**src/rtl/int_wb_arbiter_pkg.sv**
```systemverilog
`default_nettype none
// ============================================================================
// Module : int_wb_pkg
// Brief  : Shared writeback source ids and scoreboard count types.
// Rev    : 1.0
// ============================================================================
package int_wb_pkg;

  localparam int SRC_ALU    = 0;
  localparam int SRC_LSU    = 1;
  localparam int SRC_MULDIV = 2;
  localparam int SRC_CSR    = 3;
  localparam int NUM_WB_SRC = 4;

  typedef logic [1:0] pend_cnt_t;

  localparam pend_cnt_t PEND_MAX = 2'd3;

endpackage
`default_nettype wire

```
**src/rtl/int_wb_arbiter_if.sv**
```systemverilog
`default_nettype none
// ============================================================================
// Module : int_wb_arbiter_if
// Brief  : Writeback request bus and register-file write port bundle.
// Rev    : 1.0
// ============================================================================
interface int_wb_arbiter_if #(
  parameter int DATA_WIDTH = 32,
  parameter int NUM_SRC    = 4,
  parameter int ADDR_W     = 5
);

  logic [NUM_SRC-1:0]            src_valid;
  logic [NUM_SRC-1:0]            src_ready;
  logic [NUM_SRC*ADDR_W-1:0]     src_rd_addr;
  logic [NUM_SRC*DATA_WIDTH-1:0] src_rd_data;
  logic [ADDR_W-1:0]             rf_rd_addr;
  logic [DATA_WIDTH-1:0]         rf_rd_data;
  logic                          rf_rd_write;

  modport master (
    output src_valid, src_rd_addr, src_rd_data,
    input  src_ready, rf_rd_addr, rf_rd_data, rf_rd_write
  );

  modport slave (
    input  src_valid, src_rd_addr, src_rd_data,
    output src_ready, rf_rd_addr, rf_rd_data, rf_rd_write
  );

endinterface
`default_nettype wire

```
**src/rtl/int_wb_arbiter_rr_arbiter.sv**
```systemverilog
`default_nettype none
// ============================================================================
// Module : rr_arbiter
// Brief  : Round-robin arbiter; pointer moves past the winner on advance.
// Rev    : 1.0
// ============================================================================
module rr_arbiter #(
  parameter int NUM_REQ = 4
) (
  input  wire logic                                        clk,
  input  wire logic                                        rst_n,
  input  wire logic [NUM_REQ-1:0]                          req,
  input  wire logic                                        advance,
  output logic      [NUM_REQ-1:0]                          grant,
  output logic      [((NUM_REQ > 1) ? $clog2(NUM_REQ) : 1)-1:0] grant_idx
);

  localparam int c_IDX_W = (NUM_REQ > 1) ? $clog2(NUM_REQ) : 1;

  logic [c_IDX_W-1:0] r_ptr;
  logic [c_IDX_W-1:0] w_kidx;
  logic               w_found;
  int                 w_k;

  // Scan from r_ptr with an explicit wrap so NUM_REQ need not be a power of two.
  always_comb begin
    grant     = '0;
    grant_idx = '0;
    w_found   = 1'b0;
    w_k       = 0;
    w_kidx    = '0;
    for (int i = 0; i < NUM_REQ; i++) begin
      w_k = int'(r_ptr) + i;
      if (w_k >= NUM_REQ) w_k = w_k - NUM_REQ;
      w_kidx = c_IDX_W'(w_k);
      if (!w_found && req[w_kidx]) begin
        w_found       = 1'b1;
        grant[w_kidx] = 1'b1;
        grant_idx     = w_kidx;
      end
    end
  end

  always_ff @(posedge clk or negedge rst_n) begin
    if (!rst_n) begin
      r_ptr <= '0;
    end else if (advance) begin
      r_ptr <= (grant_idx == c_IDX_W'(NUM_REQ - 1)) ? '0 : grant_idx + 1'b1;
    end
  end

endmodule
`default_nettype wire

```
**src/rtl/int_wb_arbiter.sv**
```systemverilog
`default_nettype none
// ============================================================================
// Module : int_wb_arbiter
// Brief  : Integer writeback arbiter with per-register pending-write scoreboard.
// Rev    : 1.0
// ============================================================================
module int_wb_arbiter
  import int_wb_pkg::*;
#(
  parameter int DATA_WIDTH = 32,
  parameter int NUM_SRC    = NUM_WB_SRC,
  parameter int REG_NUM    = 32
) (
  input  wire logic                       clk,
  input  wire logic                       rst_n,
  int_wb_arbiter_if.slave                 bus,
  input  wire logic                       issue_valid,
  input  wire logic [$clog2(REG_NUM)-1:0] issue_rd_addr,
  output logic                            issue_ready,
  input  wire logic [$clog2(REG_NUM)-1:0] rs1_addr,
  input  wire logic [$clog2(REG_NUM)-1:0] rs2_addr,
  output logic                            rs1_busy,
  output logic                            rs2_busy,
  output logic                            rd_busy,
  input  wire logic                       flush
);

  localparam int c_ADDR_W = $clog2(REG_NUM);
  localparam int c_IDX_W  = (NUM_SRC > 1) ? $clog2(NUM_SRC) : 1;

  logic [NUM_SRC-1:0]  w_grant;
  logic [c_IDX_W-1:0]  w_idx;
  logic                w_hs;
  logic [c_ADDR_W-1:0] w_sel_addr;
  logic [DATA_WIDTH-1:0] w_sel_data;
  logic [REG_NUM-1:0]  w_inc;
  logic [REG_NUM-1:0]  w_dec;
  pend_cnt_t           r_cnt [REG_NUM];

  rr_arbiter #(
    .NUM_REQ (NUM_SRC)
  ) u_rr (
    .clk       (clk),
    .rst_n     (rst_n),
    .req       (bus.src_valid),
    .advance   (w_hs),
    .grant     (w_grant),
    .grant_idx (w_idx)
  );

  assign bus.src_ready = w_grant;
  assign w_hs          = |(bus.src_valid & w_grant);
  assign w_sel_addr    = bus.src_rd_addr[w_idx*c_ADDR_W +: c_ADDR_W];
  assign w_sel_data    = bus.src_rd_data[w_idx*DATA_WIDTH +: DATA_WIDTH];

  // Writes to x0 are consumed but never reach the file or the scoreboard.
  always_ff @(posedge clk or negedge rst_n) begin
    if (!rst_n) begin
      bus.rf_rd_write <= 1'b0;
      bus.rf_rd_addr  <= '0;
      bus.rf_rd_data  <= '0;
    end else begin
      bus.rf_rd_write <= w_hs && (w_sel_addr != '0);
      if (w_hs) begin
        bus.rf_rd_addr <= w_sel_addr;
        bus.rf_rd_data <= w_sel_data;
      end
    end
  end

  assign issue_ready = (r_cnt[issue_rd_addr] != PEND_MAX);
  assign rs1_busy    = (r_cnt[rs1_addr] != '0);
  assign rs2_busy    = (r_cnt[rs2_addr] != '0);
  assign rd_busy     = (r_cnt[issue_rd_addr] != '0);

  always_comb begin
    w_inc = '0;
    w_dec = '0;
    w_inc[issue_rd_addr]  = issue_valid & issue_ready & ~flush & (issue_rd_addr != '0);
    w_dec[bus.rf_rd_addr] = bus.rf_rd_write;
  end

  // A decrement at zero is dropped; this also covers commits landing after a flush.
  always_ff @(posedge clk or negedge rst_n) begin
    if (!rst_n) begin
      for (int r = 0; r < REG_NUM; r++) r_cnt[r] <= '0;
    end else begin
      for (int r = 0; r < REG_NUM; r++) begin
        if (r == 0 || flush) begin
          r_cnt[r] <= '0;
        end else if (w_inc[r] && !w_dec[r]) begin
          r_cnt[r] <= r_cnt[r] + 1'b1;
        end else if (w_dec[r] && !w_inc[r] && r_cnt[r] != '0) begin
          r_cnt[r] <= r_cnt[r] - 1'b1;
        end
      end
    end
  end

endmodule
`default_nettype wire

```
**src/flat_wrapper.sv**
```systemverilog
// flat-port wrapper written by rule: the top's interface ports become plain ports
module int_wb_arbiter_flat import int_wb_pkg::*;
#(
  parameter int DATA_WIDTH = 32,
  parameter int NUM_SRC    = NUM_WB_SRC,
  parameter int REG_NUM    = 32
)
  (clk, rst_n, issue_valid, issue_rd_addr, issue_ready, rs1_addr, rs2_addr, rs1_busy, rs2_busy, rd_busy, flush, bus_src_valid, bus_src_rd_addr, bus_src_rd_data, bus_src_ready, bus_rf_rd_addr, bus_rf_rd_data, bus_rf_rd_write);
  int_wb_arbiter_if #(.DATA_WIDTH(DATA_WIDTH), .NUM_SRC(NUM_SRC), .ADDR_W((5))) bus_i ();
  input  wire logic clk;
  input  wire logic rst_n;
  input  wire logic issue_valid;
  input  wire logic [$clog2(REG_NUM)-1:0] issue_rd_addr;
  output logic issue_ready;
  input  wire logic [$clog2(REG_NUM)-1:0] rs1_addr;
  input  wire logic [$clog2(REG_NUM)-1:0] rs2_addr;
  output logic rs1_busy;
  output logic rs2_busy;
  output logic rd_busy;
  input  wire logic flush;
  input wire logic [$bits(bus_i.src_valid)-1:0] bus_src_valid;
  input wire logic [$bits(bus_i.src_rd_addr)-1:0] bus_src_rd_addr;
  input wire logic [$bits(bus_i.src_rd_data)-1:0] bus_src_rd_data;
  output wire logic [$bits(bus_i.src_ready)-1:0] bus_src_ready;
  output wire logic [$bits(bus_i.rf_rd_addr)-1:0] bus_rf_rd_addr;
  output wire logic [$bits(bus_i.rf_rd_data)-1:0] bus_rf_rd_data;
  output wire logic [$bits(bus_i.rf_rd_write)-1:0] bus_rf_rd_write;
  assign bus_i.src_valid = bus_src_valid;
  assign bus_i.src_rd_addr = bus_src_rd_addr;
  assign bus_i.src_rd_data = bus_src_rd_data;
  assign bus_src_ready = bus_i.src_ready;
  assign bus_rf_rd_addr = bus_i.rf_rd_addr;
  assign bus_rf_rd_data = bus_i.rf_rd_data;
  assign bus_rf_rd_write = bus_i.rf_rd_write;
  int_wb_arbiter #(.DATA_WIDTH(DATA_WIDTH), .NUM_SRC(NUM_SRC), .REG_NUM(REG_NUM)) u_core (.clk(clk), .rst_n(rst_n), .bus(bus_i), .issue_valid(issue_valid), .issue_rd_addr(issue_rd_addr), .issue_ready(issue_ready), .rs1_addr(rs1_addr), .rs2_addr(rs2_addr), .rs1_busy(rs1_busy), .rs2_busy(rs2_busy), .rd_busy(rd_busy), .flush(flush));
endmodule
```
**config.mk**
```make
export PLATFORM = sky130hd
export DESIGN_NAME = int_wb_arbiter_flat
export DESIGN_NICKNAME = d
export VERILOG_FILES = /design/src/rtl/int_wb_arbiter_pkg.sv /design/src/rtl/int_wb_arbiter_if.sv /design/src/rtl/int_wb_arbiter_rr_arbiter.sv /design/src/rtl/int_wb_arbiter.sv /design/src/flat_wrapper.sv
export SDC_FILE = /design/constraint.sdc
export NUM_CORES = 1
export LEC_CHECK = 0
export ABC_AREA = 1
export CELL_PAD_IN_SITES_DETAIL_PLACEMENT = 2
export CELL_PAD_IN_SITES_GLOBAL_PLACEMENT = 2
export CORE_MARGIN = 5
export CORE_UTILIZATION = 25
export CTS_CLUSTER_DIAMETER = 50
export CTS_CLUSTER_SIZE = 20
export DETAILED_ROUTE_END_ITERATION = 12
export HOLD_SLACK_MARGIN = 0.05
export PLACE_DENSITY_LB_ADDON = 0.1
export RECOVER_POWER = 100
export SLEW_MARGIN = 20
export SYNTH_ARGS = -nofsm -noshare
export SYNTH_HDL_FRONTEND = slang
export SYNTH_SLANG_ARGS = --single-unit
```
**constraint.sdc**
```tcl
create_clock -name clk -period 5.79 [get_ports clk]
set_clock_uncertainty 0.1 [all_clocks]
set_input_delay 1.158 -clock clk [delete_from_list [all_inputs] [get_ports clk]]
set_output_delay 1.158 -clock clk [all_outputs]
set_load 0.01 [all_outputs]
```
* Yosys cells after proc, flatten, opt, wreduce, memory -nomap -nowiden *
Index checks and enable logic that the tools add are counted.
Widths: inputs -> output; s select.

operators by class
  add/subtract/negate cells = 70
  multipliers = 1
  order comparisons = 19
  equality and inequality tests = 2
  shifts and indexed selects = 2
  multiplexer cells = 138
  bitwise logic cells = 13
  reductions and logical operators = 236

operators by type and width
  cell                 number
  $mux 2               108
  $shiftx 128x8->32    1
  $logic_and 1x1->1    103
  $reduce_bool 3->1    31
  $sub 2x1->2 const B  35
  $reduce_bool 2->1    34
  $logic_not 1->1      65
  $add 2x1->2 const B  32
  $and 32x32->32       2
  $bmux 2 s5           3
  $shiftx 20x6->5      1
  $ge 6x6->1 const B   3
  $not 5->6            3
  $mux 4               4
  $mux 1               13
  $lt 2x3->1 const B   4
  $lt 5x6->1 const B   2
  $or 4x4->4           3
  $demux 1 s5          2
  $ge 5x1->1 const B   2
  $reduce_bool 5->1    2
  $ge 3x3->1 const B   3
  $bmux 1 s2           4
  $demux 1 s2          4
  11 further kinds     17

word-level totals
  register bits = 102
  input port bits = 171
  output and inout port bits = 46
  logic and storage cells = 516

* Logic depth before layout (Yosys ltp) *
Gate-level depths: netlist of run 1.

  depth in word-level cells = 18
  depth in mapped cells = 20
  depth with buffers taken out = 18

* Modules after synthesis *
A second synthesis of run 1 with hierarchy kept.

second synthesis, totals
  cells, all modules = 1511
  area total of the unflattened synthesis = 9033.7 um2

by module, submodules not included
  module          times used  cells an instance  area an instance (um2)  seq. area each (um2)
  int_wb_arbiter  1           1415               8399.3                  2502.4
  rr_arbiter      1           96                 634.4                   50.0

* Worst setup path after synthesis of run 1 *
Ideal clock, no wire load.

  kind = input to output
  from = input issue_rd_addr[4]
  to = output issue_ready
  data arrival time = 2.300 ns
  data required time = 4.532 ns
  slack = 2.232 ns
  stages = 9
  path buffers = 2
  cells stage by stage = buf_2 -> inv_2 -> nor3_2 -> nand2_1 -> nand2_1 -> nor2_1 -> nand2_1 -> nand2_2 -> buf_2

on the way
  longest elaborated chain between the ends = 5

ends and longest elaborated chain
  item                                       RTL line              RTL
  from (decl)                                flat_wrapper.sv:13    input wire logic [$clog2(REG_NUM)-1:0] issue_rd_addr;
  $not 5->6 (implied by the code)            int_wb_arbiter.sv:71  assign issue_ready = (r_cnt[issue_rd_addr] != PEND_MAX);
  $bmux 2 s5                                 int_wb_arbiter.sv:71
  $mux 2 (implied by the code) (2 in a row)  int_wb_arbiter.sv:71
  $ne 2x2->1                                 int_wb_arbiter.sv:71
  to (decl)                                  flat_wrapper.sv:14    output logic issue_ready;

No other way between the ends. The select of a mux whose other input is x is not followed.

* Worst setup path in the final report of run 1 *
  from = input issue_rd_addr[3]
  to = output issue_ready

Same word-level chain as after synthesis.

==> summary.txt, run 1 <==
Finish
  • Post-route insts no fill: between 2000 and 2500
  • # fillers: 4471
  • Sequential Area: between 2000 and 3000 µm²
  • # nets final: 1881
  • Commonest non-fill, non-tap cell in the layout: nand2_1
  • Most frequent cells in the layout: 568 x nand2_1, 168 x clkdlybuf4s50_1, 154 x nor2_1
  • Fin area: ~12000 µm²
  • Ratio of cells with drive above 1 in the final layout: 0.0410
  • Multi-input logic area: approximately 5500 µm²
  • Area Overhead vs Synth: 30.6%
  • Final core occ: 0.332

STA
  • RSZ-0062 raised after global routing: false
  • Crit path time final: approximately 5.3 ns
  • Setup WS post-layout: roughly 0.46 ns
  • Slew @ Worst Pin: 2.41 ns
  • Tcrit/Tclk final: 0.921
  • Hold Vio Cnt, Final: 0
  • Worst hold slack: 0.375 ns
  • Fmax: roughly 190 MHz
  • Final max-slew violation count: around 110
  • Final setup TNS: 0 ns
  • Final setup violating endpoints: 0
  • Slew HR: -0.606

Yosys
  • Area share of and/or/nand/nor cells after synthesis: 0.458
  • Distinct cells, synth: 38
  • Seq cells post-synth: 102
  • Sequential fraction of the synthesis area: 0.281
  • Xor/xnor cell area share of the yosys netlist: 0.00869
  • Mapped cell area: slightly above 9000 µm²
  • Post-Synthesis Cells: around 1500
  • Yosys Warn Count: 0
  • Post-synthesis mux area share: 0
  • Largest family of logic cells by synthesized area: simple AND/OR/NAND/NOR gates
  • Compound-Gate Fraction of Synth Area: 0.136
  • Syn_nets: approximately 1700
  • Adder-Cell Fraction of Synth Area: 0.0110
  • Syn Area/Cell: just under 6 µm²

Worst setup path
  • Crit-path slowest cell: dlygate4sd3_1
  • CP Data Required Time: roughly 4.5 ns
  • Crit. End Element: output pin
  • Critical Path Fanout Max: 13
  • Worst setup SP type: input port
  • Crit Path Class: input port to output pin
  • Bufs and invs on worst path: 3
  • Crit-path cells: dlygate4sd3_1, inv_1, nor3_2, nand2_1, nand2_1, nor2_1, nand2_1, nand2_1, clkdlybuf4s50_1
  • CP delay by family, top: buffers and inverters
  • Most frequent CP cell: nand2_1
  • Max stage delay on crit path: 0.70 ns
  • Crit path DAT: 4.08 ns

Drt
  • Via/cell ratio: 4.99
  • Post-DR wirelength/cell: ~20 µm
  • Residual DRC: 0
  • 1st-iter DRT viols: ~440
  • Total wire length: 42700 µm
  • Post-DRT Antenna Nets: 0
  • Vias: about 11000
  • DRT Pass-1 Iters: 4

CTS
  • CTS Root Cell: clkbuf_16
  • Setup bufs post-CTS: 0
  • H-Tree Depth: 3
  • CTS Sinks: between 100 and 150
  • Clk_lat worst skew: between 0.3 and 0.4 ns
  • CTS Hold Bufs: 0
  • Clock buffer depth: 2
  • Cts repair resizes: 0
  • Clock transition at path regs: about 0.07 ns
  • Num CTS Buffers: 9
  • CTS tree: built

Die
  • IO Count: ~220
  • Die height: around 200 µm
  • Die area: ~40000 µm²
  • Core area: around 36000 µm²
  • Starting Density: 0.254
  • Die W: approximately 200 µm
  • FP Rows: between 60 and 70

Global route
  • Global route overflow: 0
  • Pin count of the biggest net entering global routing: approximately 80
  • Global-route wire length before repair: between 60000 and 70000 µm
  • GRT Util Overall: 0.211
  • Vias in the first global route: between 10000 and 15000
  • Initial antenna violation count: 3

Placement
  • Placed Area: roughly 12000 µm²
  • PortBufs: ~220
  • GPL Wtd Cong: around 0.83
  • Placed cell count: 2152
  • Dpl hpwl: between 30000 and 40000 µm
  • Setup WS pre-CTS: between 0.8 and 0.9 ns

Run
  • Max cap viols: 3

Power
  • Pwr per Cell Area: around 450 nW/µm²
  • Tot Pwr: about 5.4 mW
  • Max IR drop VDD: 0.000311 V
  • Total leakage power: approximately 5.6 nW

Min path
  • Hold crit path type: flop to flop

Status
  • Status: finished with violations
  • Failing checks: capacitance limit, slew limit
## area by class of cell
class | instances | share of cell area
antenna | 3 | 0.000634
timing repair buffer | 233 | 0.192
clock buffer | 12 | 0.0217
clock inverter | 4 | 0.00380
sequential | 102 | 0.216
multi-input combinational | 1201 | 0.468
inverter | 155 | 0.0492
tap | 461 | 0.0487
## sequential cells by signal, indices dropped and copies added, names as in the netlist
signal / flops
u_core.bus.rf_rd_data: 32
u_core.bus.rf_rd_addr: 5
u_core.u_rr.r_ptr: 2
u_core.r_cnt: 62
u_core.bus.rf_rd_write: 1
## metal layers
metal | wire length, µm | up-vias | track usage
met1 | 19500 | 5247 | 0.269
met5 | 7 | - | 0
li1 | - | 5329 | -
met4 | 839 | 2 | 0.0541
met3 | 3020 | 37 | 0.0685
met2 | 19300 | 212 | 0.345
## synthesized netlist by cell type, drive strengths merged
| library cell | count | area share |
|---|---|---|
| o21ai | 141 | 0.079 |
| a21oi | 21 | 0.012 |
| o221ai | 3 | 0.0029 |
| nand2 | 576 | 0.24 |
| xnor2 | 6 | 0.0058 |
| inv | 155 | 0.064 |
| a22oi | 4 | 0.0033 |
| o21bai | 1 | 0.00083 |
| nand3 | 126 | 0.071 |
| nand3b | 15 | 0.013 |
| o22ai | 37 | 0.026 |
| nor3 | 20 | 0.015 |
| clkbuf | 20 | 0.0083 |
| o2111ai | 4 | 0.0039 |
| nor2 | 159 | 0.070 |
| buf | 46 | 0.033 |
| dfrtp | 102 | 0.28 |
| o31ai | 2 | 0.0017 |
| xor2 | 3 | 0.0029 |
| ha | 8 | 0.011 |
| nand4 | 62 | 0.043 |
| a31oi | 1 | 0.00069 |
| o211ai | 7 | 0.0058 |
| or2 | 5 | 0.0034 |
## path summary, 6_finish.rpt
kind,start,endpoint,slack [ns],cells after the start
worst max register to register,u_core.u_rr.r_ptr[0],u_core.bus.rf_rd_addr[1],1.24,14
worst min register to register,u_core.bus.rf_rd_data[31],u_core.bus.rf_rd_data[31],0.38,2
worst max-delay path,issue_rd_addr[3],issue_ready,0.46,9
max in group asynchronous,rst_n,u_core.r_cnt[37],1.87,2
min in group asynchronous,rst_n,u_core.r_cnt[46],1.41,1
worst min-delay path,u_core.bus.rf_rd_data[31],u_core.bus.rf_rd_data[31],0.38,2
## cell families after synthesis
logic type | count (synthesis)
AO/OA/AOI/OAI | 221
XOR/XNOR | 9
adder cells (fa/ha/maj) | 8
buffers and inverters | 221
flip-flops | 102
AND/OR/NAND/NOR | 963
## worst register-to-register path, stage by stage (launching register included)
cell and delay [ns]:
dfrtp_1 0.61, inv_2 0.22, ha_1 0.48, nand3_1 0.18, o21ai_4 0.13, inv_2 0.04, nand2_1 0.13, o21ai_0 0.10
a21oi_1 0.11, o21ai_0 0.18, nand2_1 0.11, nand2_1 0.09, nor2_4 0.10, clkbuf_1 1.52, o21ai_0 0.24
## report_power, final
part / leakage [nW] / switching, mW / internal [mW]
logic: 4.12 / 2.40 / 1.19
registers: 1.32 / 0.180 / 0.916
clock network: 0.152 / 0.315 / 0.358
total: 5.59 / 2.89 / 2.46
No activity file was read; power rests on OpenSTA's default activity.
==> inputs of run 2 (changes only) <==
--- a/config.mk
+++ b/config.mk
@@ -16,7 +16,6 @@
 export HOLD_SLACK_MARGIN = 0.05
 export PLACE_DENSITY_LB_ADDON = 0.1
 export RECOVER_POWER = 100
-export SLEW_MARGIN = 20
 export SYNTH_ARGS = -nofsm -noshare
 export SYNTH_HDL_FRONTEND = slang
 export SYNTH_SLANG_ARGS = --single-unit
==> results of run 2 <==
Same layout as run 1: the final DEF is identical, and so are final timing and power.
